===== config.mk =====
export PLATFORM = sky130hd
export DESIGN_NAME = ide_multi_ctrl
export DESIGN_NICKNAME = d
export VERILOG_FILES = /design/src/rtl/ripple_ide_pkg.sv /design/src/rtl/ide_strobe_timer.sv /design/src/rtl/ide_multi_ctrl.sv
export SDC_FILE = /design/constraint.sdc
export NUM_CORES = 1
export LEC_CHECK = 0
export ABC_CLOCK_PERIOD_IN_PS = 1500
export CAP_MARGIN = 15
export CORE_MARGIN = 8
export CORE_UTILIZATION = 37
export DETAILED_ROUTE_END_ITERATION = 6
export PLACE_DENSITY_LB_ADDON = 0.25
export SLEW_MARGIN = 0
export SYNTH_ARGS = -nofsm -noshare
export SYNTH_HDL_FRONTEND = slang
export SYNTH_SLANG_ARGS = --single-unit

===== constraint.sdc =====
create_clock -name CLK -period 1.5 [get_ports CLK]
set_input_delay 0.225 -clock CLK [delete_from_list [all_inputs] [get_ports CLK]]
set_output_delay 0.225 -clock CLK [all_outputs]
set_load 0.1 [all_outputs]

===== src/rtl/ripple_ide_pkg.sv =====
// Shared types and address-map constants for the Zorro II multi-channel IDE controller.
package ripple_ide_pkg;

    typedef enum logic [2:0] {
        IDLE    = 3'd0,
        SETUP   = 3'd1,
        STROBE  = 3'd2,
        ACK     = 3'd3,
        RECOVER = 3'd4,
        ROM     = 3'd5
    } ide_state_e;

    localparam int IDE_SEL_BIT  = 15;
    localparam int CHAN_LSB     = 13;
    localparam int CS_SEL_BIT   = 12;
    localparam int MAX_CHANNELS = 4;
    localparam int TIMER_W      = $clog2(16);

    function automatic logic [MAX_CHANNELS-1:0] chan_onehot(input logic [1:0] chan);
        logic [MAX_CHANNELS-1:0] one;
        one = MAX_CHANNELS'(1);
        return one << chan;
    endfunction

endpackage


===== src/rtl/ide_strobe_timer.sv =====
// Shared phase counter: loads N-1 on state entry, counts down, flags done at zero.
module ide_strobe_timer
    import ripple_ide_pkg::*;
(
    input  logic               clk,
    input  logic               rst_n,
    input  logic               load,
    input  logic [TIMER_W-1:0] load_val,
    output logic               done
);

    logic [TIMER_W-1:0] cnt_q;
    logic [TIMER_W-1:0] cnt_d;

    always_comb begin
        cnt_d = cnt_q;
        if (load) begin
            cnt_d = load_val;
        end else if (cnt_q != '0) begin
            cnt_d = cnt_q - TIMER_W'(1);
        end
    end

    always_ff @(posedge clk or negedge rst_n) begin
        if (!rst_n) begin
            cnt_q <= '0;
        end else begin
            cnt_q <= cnt_d;
        end
    end

    assign done = (cnt_q == '0);

endmodule


===== src/rtl/ide_multi_ctrl.sv =====
// Zorro II IDE bus-cycle sequencer for up to four ATA channels; optional boot-ROM
// window compiled in with `define IDE_ROM_EN.
//
//   state   | meaning
//   IDLE    | waiting for a fresh, enabled, decoded 68000 data strobe
//   SETUP   | CS and buffer enable asserted, strobes idle
//   STROBE  | IOR_n or IOW_n low
//   ACK     | DTACK high until AS_n returns high
//   RECOVER | everything inactive before the next cycle may start
//   ROM     | boot-ROM read: ROMEN, then DTACK, until AS_n returns high
module ide_multi_ctrl
    import ripple_ide_pkg::*;
#(
    parameter int CHANNELS      = 2,
    parameter int SETUP_CLKS    = 1,
    parameter int STROBE_CLKS   = 3,
    parameter int RECOVERY_CLKS = 1
) (
    input  logic                CLK,
    input  logic                RESET_n,
    input  logic [23:1]         ADDR,
    input  logic                AS_n,
    input  logic                UDS_n,
    input  logic                LDS_n,
    input  logic                RW,
    input  logic                BERR_n,
    input  logic                ide_access,
    input  logic                ide_enable,
    output logic                DTACK,
    output logic                IOR_n,
    output logic                IOW_n,
    output logic [CHANNELS-1:0] IDECS1_n,
    output logic [CHANNELS-1:0] IDECS2_n,
    output logic                IDEBUF_OE,
    output logic                IDE_ROMEN,
    output logic                busy
);

    localparam logic [TIMER_W-1:0] SETUP_LD    = TIMER_W'(SETUP_CLKS - 1);
    localparam logic [TIMER_W-1:0] STROBE_LD   = TIMER_W'(STROBE_CLKS - 1);
    localparam logic [TIMER_W-1:0] RECOVERY_LD = TIMER_W'(RECOVERY_CLKS - 1);
    localparam ide_state_e         REC_TARGET  = (RECOVERY_CLKS == 0) ? IDLE : RECOVER;

    ide_state_e state_q, state_d;

    logic [1:0]          chan_q, chan_d;
    logic                cs2_q, cs2_d;
    logic                rw_q, rw_d;
    logic                valid_q, valid_d;
    logic                as_armed_q, as_armed_d;

    logic                dtack_q, dtack_d;
    logic                ior_n_q, ior_n_d;
    logic                iow_n_q, iow_n_d;
    logic [CHANNELS-1:0] cs1_n_q, cs1_n_d;
    logic [CHANNELS-1:0] cs2_n_q, cs2_n_d;
    logic                oe_q, oe_d;
    logic                romen_q, romen_d;
    logic                busy_q, busy_d;

    logic                start;
    logic                tmr_load;
    logic [TIMER_W-1:0]  tmr_val;
    logic                tmr_done;
    logic                act;
    logic [MAX_CHANNELS-1:0] sel_onehot;

    // Only the window-internal decode bits are used.
    logic unused_addr;
    assign unused_addr = ^{ADDR[23:16], ADDR[15], ADDR[11:1]};

    ide_strobe_timer u_timer (
        .clk      (CLK),
        .rst_n    (RESET_n),
        .load     (tmr_load),
        .load_val (tmr_val),
        .done     (tmr_done)
    );

    // A start needs AS_n to have been seen high since the last start, so a
    // cycle aborted by BERR or reset never re-runs on the same AS_n assertion.
    assign start = !AS_n && ide_access && ide_enable && (!UDS_n || !LDS_n) && as_armed_q;

    always_comb begin
        state_d    = state_q;
        chan_d     = chan_q;
        cs2_d      = cs2_q;
        rw_d       = rw_q;
        valid_d    = valid_q;
        as_armed_d = AS_n ? 1'b1 : as_armed_q;
        tmr_load   = 1'b0;
        tmr_val    = '0;

        case (state_q)
            IDLE: begin
                if (start) begin
                    as_armed_d = 1'b0;
                    chan_d     = ADDR[CHAN_LSB +: 2];
                    cs2_d      = ADDR[CS_SEL_BIT];
                    rw_d       = RW;
                    valid_d    = (32'(ADDR[CHAN_LSB +: 2]) < CHANNELS);
                    state_d    = SETUP;
`ifdef IDE_ROM_EN
                    if (!ADDR[IDE_SEL_BIT]) begin
                        valid_d = 1'b0;
                        if (RW) begin
                            state_d = ROM;
                        end
                    end
`endif
                end
            end
            SETUP: begin
                if (!BERR_n || AS_n) begin
                    state_d = REC_TARGET;
                end else if (tmr_done) begin
                    state_d = STROBE;
                end
            end
            STROBE: begin
                if (!BERR_n || AS_n) begin
                    state_d = REC_TARGET;
                end else if (tmr_done) begin
                    state_d = ACK;
                end
            end
            ACK: begin
                if (!BERR_n || AS_n) begin
                    state_d = REC_TARGET;
                end
            end
            RECOVER: begin
                if (tmr_done) begin
                    state_d = IDLE;
                end
            end
`ifdef IDE_ROM_EN
            ROM: begin
                if (!BERR_n) begin
                    state_d = REC_TARGET;
                end else if (AS_n) begin
                    state_d = IDLE;
                end
            end
`endif
            default: state_d = IDLE;
        endcase

        if (state_d != state_q) begin
            case (state_d)
                SETUP:   begin tmr_load = 1'b1; tmr_val = SETUP_LD;    end
                STROBE:  begin tmr_load = 1'b1; tmr_val = STROBE_LD;   end
                RECOVER: begin tmr_load = 1'b1; tmr_val = RECOVERY_LD; end
                default: ;
            endcase
        end
    end

    // Outputs are decoded from the next state so each flop changes on the
    // same edge as the state it belongs to.
    always_comb begin
        sel_onehot = chan_onehot(chan_d);
        act        = valid_d && ((state_d == SETUP) || (state_d == STROBE) || (state_d == ACK));
        cs1_n_d    = ~((act && !cs2_d) ? sel_onehot[CHANNELS-1:0] : {CHANNELS{1'b0}});
        cs2_n_d    = ~((act &&  cs2_d) ? sel_onehot[CHANNELS-1:0] : {CHANNELS{1'b0}});
        oe_d       = act;
        ior_n_d    = !(valid_d && rw_d && ((state_d == STROBE) || (state_d == ACK)));
        iow_n_d    = !(valid_d && !rw_d && (state_d == STROBE));
        busy_d     = (state_d != IDLE);
`ifdef IDE_ROM_EN
        romen_d    = (state_d == ROM) && (state_q == ROM);
        dtack_d    = (state_d == ACK) || ((state_d == ROM) && romen_q);
`else
        romen_d    = 1'b0;
        dtack_d    = (state_d == ACK);
`endif
    end

    always_ff @(posedge CLK or negedge RESET_n) begin
        if (!RESET_n) begin
            state_q    <= IDLE;
            chan_q     <= '0;
            cs2_q      <= 1'b0;
            rw_q       <= 1'b1;
            valid_q    <= 1'b0;
            as_armed_q <= 1'b0;
            dtack_q    <= 1'b0;
            ior_n_q    <= 1'b1;
            iow_n_q    <= 1'b1;
            cs1_n_q    <= '1;
            cs2_n_q    <= '1;
            oe_q       <= 1'b0;
            romen_q    <= 1'b0;
            busy_q     <= 1'b0;
        end else begin
            state_q    <= state_d;
            chan_q     <= chan_d;
            cs2_q      <= cs2_d;
            rw_q       <= rw_d;
            valid_q    <= valid_d;
            as_armed_q <= as_armed_d;
            dtack_q    <= dtack_d;
            ior_n_q    <= ior_n_d;
            iow_n_q    <= iow_n_d;
            cs1_n_q    <= cs1_n_d;
            cs2_n_q    <= cs2_n_d;
            oe_q       <= oe_d;
            romen_q    <= romen_d;
            busy_q     <= busy_d;
        end
    end

    assign DTACK     = dtack_q;
    assign IOR_n     = ior_n_q;
    assign IOW_n     = iow_n_q;
    assign IDECS1_n  = cs1_n_q;
    assign IDECS2_n  = cs2_n_q;
    assign IDEBUF_OE = oe_q;
    assign IDE_ROMEN = romen_q;
    assign busy      = busy_q;

endmodule


# [Word-level counts from Yosys, hierarchy flattened]
# Cells that the tools add are included.
[classes] addsub=1 order_cmp=1 n_eq_ne=9 shift=1 n_mux=27 n_bitwise=2 n_reduce_logical=30
[ops] cell="two-way mux 3 bit" n=7
[ops] cell="one-hot mux 3 bit (5 select lines)" n=1
[ops] cell="equality test 3 x 2 -> 1 bit (second input constant)" n=4
[ops] cell="two-way mux 2 bit" n=6
[ops] cell="logical AND 1 bit" n=11
[ops] cell="two-way mux 1 bit" n=11
[ops] cell="zero test 1 bit" n=8
[ops] cell="two-way mux 4 bit" n=2
[ops] cell="equality test 3 x 1 -> 1 bit (second input constant)" n=2
[ops] cell="equality test 3 bit (second input constant)" n=2
[ops] cell="logical OR 1 bit" n=5
[ops] cell="zero test 4 bit" n=1
[ops] cell="NOT 2 bit" n=2
[ops] cell="nonzero test 4 bit" n=1
[ops] cell="subtractor 4 x 1 -> 4 bit (second input constant)" n=1
[ops] cell="zero test 3 bit" n=1
[ops] cell="!= test 3 bit" n=1
[ops] cell="nonzero test 3 bit" n=1
[ops] cell="OR reduction 3 bit" n=1
[ops] cell="less-than comparator 2 bit (second input constant)" n=1
[ops] cell="nonzero test 2 bit" n=1
[ops] cell="<< shifter 1 x 2 -> 2 bit (first input constant)" n=1
[totals] register_bits=22 input_bits=32 output_inout_bits=10 elab_cells=85

# [Depth between registers and ports, before layout]
# Gate-level depths: netlist (run 1).
[depth] depth_word=14 depth_mapped=7 mapped_depth_nobuf=6

# [Modules after synthesis]
# Synthesis (run 1) repeated with hierarchy kept, for this count alone.
[hier_totals] cells_unflattened=108 area_unflattened_um2=1186.1
[modules_own_cells] mod="ide_multi_ctrl" n_inst=1 cells_per_inst=86 area_per_inst_um2=952.2 seq_area_each_um2=459.2
[modules_own_cells] mod="ide_strobe_timer" n_inst=1 cells_per_inst=22 area_per_inst_um2=234.0 seq_area_each_um2=100.1

# [Worst setup path before layout (run 1)]
# Ideal clock, no wire load.
[synth_path] path_kind="register to register" startpoint="register u_timer.cnt_q[0]" endpoint="register iow_n_q (netlist: IOW_n)" setup_ps=96 arrival_ps=1566 t_required_ps=1404 path_slack_ps=-162 stages_incl_launch_ff=8 n_path_buf=1 synth_period_minus_slack_ps=1662 cell_sequence="dfrtp_1 -> inv_1 -> ha_1 -> or3b_2 -> clkbuf_1 -> nor3b_1 -> a21o_2 -> nand3_1"
[synth_between] elab_chain_len=7 word_cells_on_any_way=10 classes_between="1 x eq/ne; 6 x mux; 3 x reduce/logical"
[synth_rtl] item="start: declaration" line="ide_strobe_timer.sv:12" source="logic [TIMER_W-1:0] cnt_q;"
[synth_rtl] item="start signal: assignment" line="ide_strobe_timer.sv:28" source="cnt_q <= cnt_d;"
[synth_rtl] item="zero test 4 bit *" line="ide_strobe_timer.sv:32" source="assign done = (cnt_q == '0);"
[synth_rtl] item="two-way mux 3 bit, on equally long branches" line="ide_multi_ctrl.sv:123, ide_multi_ctrl.sv:116"
[synth_rtl] item="two-way mux 3 bit, on equally long branches" line="ide_multi_ctrl.sv:121, ide_multi_ctrl.sv:114"
[synth_rtl] item="one-hot mux 3 bit (5 select lines) *" line="ide_multi_ctrl.sv:94" source="case (state_q)"
[synth_rtl] item="equality test 3 x 2 -> 1 bit *" line="ide_multi_ctrl.sv:168" source="iow_n_d = !(valid_d && !rw_d && (state_d == STROBE));"
[synth_rtl] item="logical AND 1 bit *" line="ide_multi_ctrl.sv:168"
[synth_rtl] item="zero test 1 bit *" line="ide_multi_ctrl.sv:168"
[synth_rtl] item="net iow_n_d" line="ide_multi_ctrl.sv:54" source="logic iow_n_q, iow_n_d;"
[synth_rtl] item="end signal: assignment" line="ide_multi_ctrl.sv:204" source="iow_n_q <= iow_n_d;"
[synth_rtl] item="end: declaration" line="ide_multi_ctrl.sv:54"
# The timed path passes the listed nets; every way through them passes the cells marked *.
# A chain may end at the register's enable or synchronous reset.

# [Worst setup path after layout (run 1)]
[layout_path] startpoint="register u_timer.cnt_q[0]" endpoint="register u_timer.cnt_q[1]"
[layout_between] elab_chain_len=9 word_cells_on_any_way=21 classes_between="1 x add/sub; 4 x eq/ne; 12 x mux; 4 x reduce/logical"
[layout_rtl] item="zero test 4 bit" line="ide_strobe_timer.sv:32"
[layout_rtl] item="two-way mux 3 bit, on equally long branches" line="ide_multi_ctrl.sv:123, ide_multi_ctrl.sv:116"
[layout_rtl] item="two-way mux 3 bit, on equally long branches" line="ide_multi_ctrl.sv:121, ide_multi_ctrl.sv:114"
[layout_rtl] item="one-hot mux 3 bit (5 select lines)" line="ide_multi_ctrl.sv:94"
[layout_rtl] item="equality test 3 x 1 -> 1 bit (tied with other cells)" line="ide_multi_ctrl.sv:150" source="case (state_d)"
[layout_rtl] item="OR reduction 3 bit (no line)"
[layout_rtl] item="two-way mux 1 bit" line="ide_multi_ctrl.sv:150"
[layout_rtl] item="two-way mux 1 bit" line="ide_multi_ctrl.sv:149" source="if (state_d != state_q) begin"
[layout_rtl] item="two-way mux 4 bit or nonzero test 2 bit (tied branches)"
# Several ways; a longest one is shown, not always the timed one. The select of a mux whose other input is x is not followed.

==> metrics.md, run 1 <==
| Metric | Value |
|---|---|
| Area share of the largest cell type after synthesis | 37.2% |
| Avg Cell Area, Syn | approximately 11 sq um |
| # DRC | 0 |
| PD cells | 1460 nW/um^2 |
| Initial antenna violation count | 0 |
| Count of input and output buffers | 20 |
| Unrepaired setup endpoints after global routing | yes |
| Final setup vio count | 6 |
| Critical-path cell list | inv_2, ha_4, or4b_4, a21o_1, a32o_1, nor2_1 |
| Cells after Synth | 96 |
| Layout cells sized above 1 | 42.8% |
| Dpl hpwl | between 1500 and 2000 um |
| Max_cap viols | 0 |
| Worst Path Arrival | 1.95 ns |
| First-pass DRT Iterations | 4 |
| Die Footprint | between 4000 and 5000 sq um |
| Routed Antenna Nets | 0 |
| Sequential area share after synthesis | 55.4% |
| Largest net degree at the start of global routing | 23 |
| Core area | 2660 sq um |
| I/O pin count | 42 |
| CTS tree | done |
| First-pass GRT wire length | 3760 um |
| Ant diodes | 0 |
| # fillers | 228 |
| Area delta synth->final | 58.2% |
| Crit-path max cell delay | 0.45 ns |
| Most common cell in the synthesized netlist | dfrtp_1 |
| Top post-synthesis cells by area | dfrtp_1 (37%), dfstp_2 (18%), nand2_1 (3.7%), nor3b_1 (3.7%), nor2_1 (3.0%) |
| Clock slew at reported path FFs | between 0.1 and 0.15 ns |
| Slew Limit Fails | 0 |
| Initial DRC count | 25 |
| Dominant synthesized flop cell | dfrtp_1 |
| Setup crit end kind | flip-flop |
| Rows | 19 |
| Die width | 68.2 um |
| Drt total wl | 2370 um |
| Layout net count | 173 |
| Syn Nets | 130 |
| Num CTS Buffers | 3 |
| Outcome | complete, but fails checks |
| Crit Path Category | flip-flop to flip-flop |
| Fin worst setup slack | -0.203 ns |
| Clock Latency Late Sink | 0.31 ns |
| Clock Skews | 0.0115 ns |
| Post-route cell area | roughly 1600 sq um |
| Crit path max-delay cell type | or4b_4 |
| Hold WC Path Type | primary input to asynchronous set/reset pin |
| Final GP Congestion | 0.758 |
| Vias in the first global route | 855 |
| Leak Pwr | 0.000715 uW |
| Violated checks | setup timing |
| Gr usage total | between 10% and 20% |
| GRT overflow | 0 |
| Max IR drop VDD | 0.992 mV |
| Die Y | 68.2 um |
| Fmax | between 500 and 600 MHz |
| Synth warn | 0 |
| Post-DP Area | 1460 sq um |
| Clock Tree Root | clkbuf_4 |
| DR WL/cell | around 14 um |
| Power Total | 2340 uW |
| Tmin final | around 1.7 ns |
| H-tree levels | 1 |
| Sink Count | 22 |
| Post-synth top cells | dfrtp_1 (15), nand2_1 (10), nor2_1 (8) |
| Worst setup SP type | flip-flop |
| Post-synth ARST share | between 90% and 100% |
| Initial cell density of the core | a little under two fifths |
| Synthesized area | 1010 sq um |
| R2R depth | 6 |
| Final period utilization | 114% |
| Number of enable flip-flop cells after synthesis | 0 |
| Via count | 845 |
| #FFs+latches synth | 22 |
| Max Root-Sink Buffers | 2 |
| Vias per std cell | roughly 5 |
| Largest area contributor in the netlist | dfrtp_1 |
| Worst EP required | 1.75 ns |
| Synth cell types | 33 |
| Crit path max fanout | 3 |
| Final hold vios | 0 |
state kept, by name (all words and copies together) (netlist names):
name / count
IDECS1_n: 2
IOW_n: 1
IDEBUF_OE: 1
cs2_q: 1
IDECS2_n: 2
DTACK: 1
as_armed_q: 1
chan_q: 2
IOR_n: 1
valid_q: 1
state_q: 3
u_timer.cnt_q: 4
busy: 1
rw_q: 1
layout make-up:
class	instances	area, sq um	area share, %
clock buffers	4	36.3	2.27
inverters	6	22.5	1.41
multi-input cells	63	474	29.7
flip-flops and latches	22	559	35.0
well taps	31	38.8	2.43
repair buffers	43	467	29.2
cell usage in the layout, fill, tap and decap left out, types with 3 or more instances in the layout:
master           synthesis  final
buf_4                    1     22
dfrtp_1                 15     15
clkdlybuf4s50_1          0     11
nand2_1                 10      9
buf_12                   0      9
dfstp_2                  7      7
nor2_1                   8      7
o21ai_0                  5      5
inv_1                    6      4
a21oi_1                  3      3
nor3b_1                  5      3
clkbuf_4                 0      3
where the power goes:
group | internal [uW] | total, uW | switching [uW]
combinational | 590 | 1140 | 546
sequential | 761 | 875 | 114
clock | 148 | 326 | 178
total | 1500 | 2340 | 837
metrics by stage:
step	util [%]	setup slack, ns	hold WS, ns	setup TNS (ns)	instances
6_report	60.0	-0.203	0.251	-0.814	169
5_1_grt	60.0	-0.288	0.270	-1.25	169
4_1_cts	58.1	-0.170	0.255	-0.639	166
3_5_place_dp	54.7	-0.167	0.464	-1.39	159
3_3_place_gp	54.7	-0.150	0.458	-1.07	159
2_1_floorplan	-	-0.0527	-0.0706	-0.0527	96
kinds of logic after synthesis:
kind of cell    share of synthesized area [%]
other cells                             0.371
xor+xnor                                 1.74
compound gates                           12.1
simple gates                             18.5
fa+ha+maj                                2.48
mux                                      4.21
flops                                    55.4
buf+inv                                  5.20
path summary, 6_finish.rpt:
kind | start | to | slack [ns]
min in group CLK | as_armed_q | as_armed_q | 0.49
max in group asynchronous | RESET_n | IDECS1_n[1] | 0.95
max reg2reg | u_timer.cnt_q[0] | u_timer.cnt_q[1] | -0.20
min reg2reg | as_armed_q | as_armed_q | 0.49
min | RESET_n | u_timer.cnt_q[3] | 0.25
max | u_timer.cnt_q[0] | u_timer.cnt_q[1] | -0.20
routing by layer:
layer	vias up	track usage (%)	part of all wire, %
met5	-	0	0
met4	0	4.60	1.1
met3	4	2.78	4.9
met2	19	17.5	52
met1	410	12.9	42
li1	412	-	-
worst max-delay path, delay by kind of cell, from the launching register on:
family | cells | cell delay, ns
buf+inv | 1 | 0.08
fa+ha+maj | 1 | 0.13
flops | 1 | 0.42
compound gates | 2 | 0.43
simple gates | 2 | 0.57
timing repair:
action                                 in CTS  in global routing
cloned                                      0                  0
gates resized for setup                     7                  5
hold buffers                                0                  0
endpoints found under the hold margin       0                  0
buffers inserted                            3                  3
pin swaps                                   2                  4
setup endpoints to repair                  10                 16
Note: power is estimated with default switching activity, not from simulation.
==> run 2: changes to the inputs <==
--- a/config.mk
+++ b/config.mk
@@ -10,7 +10,7 @@
 export CORE_MARGIN = 8
 export CORE_UTILIZATION = 37
 export DETAILED_ROUTE_END_ITERATION = 6
-export PLACE_DENSITY_LB_ADDON = 0.25
+export PLACE_DENSITY = 0.82
 export SLEW_MARGIN = 0
 export SYNTH_ARGS = -nofsm -noshare
 export SYNTH_HDL_FRONTEND = slang
==> run 2 against run 1 <==
- the run still ends with setup timing left
- register-to-register slack about the same
- final area up 9.0%
- via count up 11%
- worst hold slack worse by 0.011 ns
- combinational power up 19%
- sequential share of layout area down 2.9 points
- routed wire length up 23%
- total power up 17%
- setup slack worse by 0.012 ns
- die area unchanged
- maximum frequency down 0.69%
- largest power group unchanged
==> metrics.md, run 2 (synthesis gave the netlist of run 1 again) <==
| Metric | Value |
|---|---|
| R2R depth | 7 |
| Violated checks | setup timing |
| Cells after DPL | 160 |
| Crit. Startpoint | u_timer.cnt_q[1] |
| Max_cap viols | 0 |
| Count of input and output buffers | 20 |
| Largest net degree at the start of global routing | 23 |
| Setup crit end kind | flip-flop |
| Fmax | between 500 and 600 MHz |
| Crit-path max cell delay | 0.43 ns |
| Via count | 937 |
| Layout net count | 179 |
| Vias in the first global route | 938 |
| Core area | 2660 sq um |
| Max Root-Sink Buffers | 2 |
| Dpl ws | -0.181 ns |
| Routed Antenna Nets | 0 |
| GRT overflow | 0 |
| PD cells | 1560 nW/um^2 |
| Register with the most flip-flops | u_timer.cnt_q |
| Leak Pwr | 0.000756 uW |
| Tmin final | 1.71 ns |
| Dpl hpwl | 1730 um |
| I/O pin count | 42 |
| Max IR drop VDD | approximately 1.2 mV |
| Post-CTS Hold Buffers | 0 |
| Worst setup SP type | flip-flop |
| Crit Path Category | flip-flop to flip-flop |
| Sw frac | 36.3% |
| Top Registers | u_timer.cnt_q (4), state_q (3) |
| Setup TNS | -1.27 ns |
| First-pass DRT Iterations | 4 |
| Final Non-Filler Cells | 175 |
| Most common cell after layout, fill and taps aside | buf_4 |
| Slew Limit Fails | 0 |
| Area delta synth->final | 72.5% |
| Critical-path cell list | inv_2, ha_4, buf_4, buf_6, or3b_4, mux2i_2, o21ai_1 |
| Final design utilization | 65.4% |
| Rows | 19 |
| Seq pwr share | 32.8% |
| Final setup vio count | 8 |
| Num CTS Buffers | 3 |
| Outcome | complete, but fails checks |
| Clock Latency Late Sink | 0.31 ns |
| Layout cells sized above 1 | around 52% |
| Post-DP Area | 1460 sq um |
| Initial DRC count | 34 |
| Die Y | 68.2 um |
| Hold WC Path Type | primary input to asynchronous set/reset pin |
| Crit path max-delay cell type | or3b_4 |
| Unrepaired setup endpoints after global routing | yes |
| Initial antenna violation count | 0 |
| First-pass GRT wire length | 4270 um |
| Clock slew at reported path FFs | 0.13 ns |
| Cell-internal power | 1730 uW |
| Worst path buffer plus inverter count | 3 |
| Ant diodes | 0 |
| CTS tree | done |
| Final period utilization | 114% |
| Max reg flops | 4 |
| Sink Count | 22 |
| Switch Pwr | 987 uW |
| # DRC | 0 |
| H-tree levels | 1 |
| Cell family with most CP delay | simple AND/OR/NAND/NOR gates |
| Clock Tree Root | clkbuf_4 |
| Clock power share | 17.1% |
| Post-route cell area | around 1700 sq um |
| Die width | 68.2 um |
| Die Footprint | around 4700 sq um |
| DR WL/cell | 16.7 um |
| Comb power frac | 50.1% |
| Final hold vios | 0 |
| Gr usage total | 11.8% |
| Vias per std cell | 5.35 |
| Final GP Congestion | 0.816 |
| Crit path max fanout | 5 |
| Fin worst setup slack | -0.214 ns |
| Most frequent cells in the layout | buf_4 (24), dfrtp_1 (15), clkdlybuf4s50_1 (11), nand2_1 (9), buf_12 (9) |
| Drt total wl | 2920 um |
| Worst EP required | roughly 1.7 ns |
| Initial cell density of the core | a little under two fifths |
| Clock Skews | around 0.0021 ns |
| RR Startpoint | u_timer.cnt_q[1] |
| Crit path depth | 7 |
| Worst Path Arrival | between 1.5 and 2 ns |
-- run 2: changes by cell type in the layout (fill, tap and decap cells not counted), sizes merged --
cell    delta
buf        +6
bufinv     +1
clkbuf     -1
-- run 2: what timing repair did --
action,in CTS,in global routing
pin swaps,3,5
gates resized for setup,10,22
setup endpoints to repair,10,19
buffers inserted,5,5
cloned,0,1
-- run 2: worst register-to-register path, stage by stage, from the launching register on --
cell	delay (ns)
dfrtp_1	0.41
inv_2	0.08
ha_4	0.14
buf_4	0.10
buf_6	0.09
or3b_4	0.43
mux2i_2	0.24
o21ai_1	0.12
-- run 2: stage by stage --
step / total power (uW) / hold WS (ns)
floorplan: 1490 / -0.0706
global route: 2880 / 0.259
finish: 2720 / 0.241
global placement: 1800 / 0.454
CTS: 2440 / 0.250
detailed placement: 1850 / 0.478
-- run 2: power groups by stage --
stage / Clock, uW / Sequential [uW] / Combinational (uW)
floorplan: 0 / 976 / 511
global route: 500 / 909 / 1470
global placement: 0 / 863 / 937
detailed placement: 0 / 874 / 980
finish: 466 / 891 / 1360
CTS: 466 / 871 / 1100
-- run 2: metal layers --
metal | up-vias | share of wire, % | track usage [%]
li1 | 427 | - | -
met4 | 0 | 3.1 | 4.86
met2 | 32 | 52 | 20.9
met1 | 467 | 40 | 13.5
met3 | 11 | 4.9 | 2.45
met5 | - | 0 | 0
-- run 2: cell type report --
class                           count  area (sq um)
Inverter                            6          22.5
Clock inverter                      1          30.0
Tap cell                           31          38.8
Multi-Input combinational cell     63           548
Fill cell                         191           921
Sequential cell                    22           559
Clock buffer                        3          22.5
Timing Repair Buffer               49           520
-- run 2: path summary, 6_finish.rpt --
kind | to | slack, ns
setup reg to reg | state_q[0] | -0.21
hold / removal | u_timer.cnt_q[2] | 0.24
max in group asynchronous | IDECS1_n[1] | 0.98
setup / recovery | state_q[0] | -0.21
min in group CLK | as_armed_q | 0.50
hold reg to reg | as_armed_q | 0.50
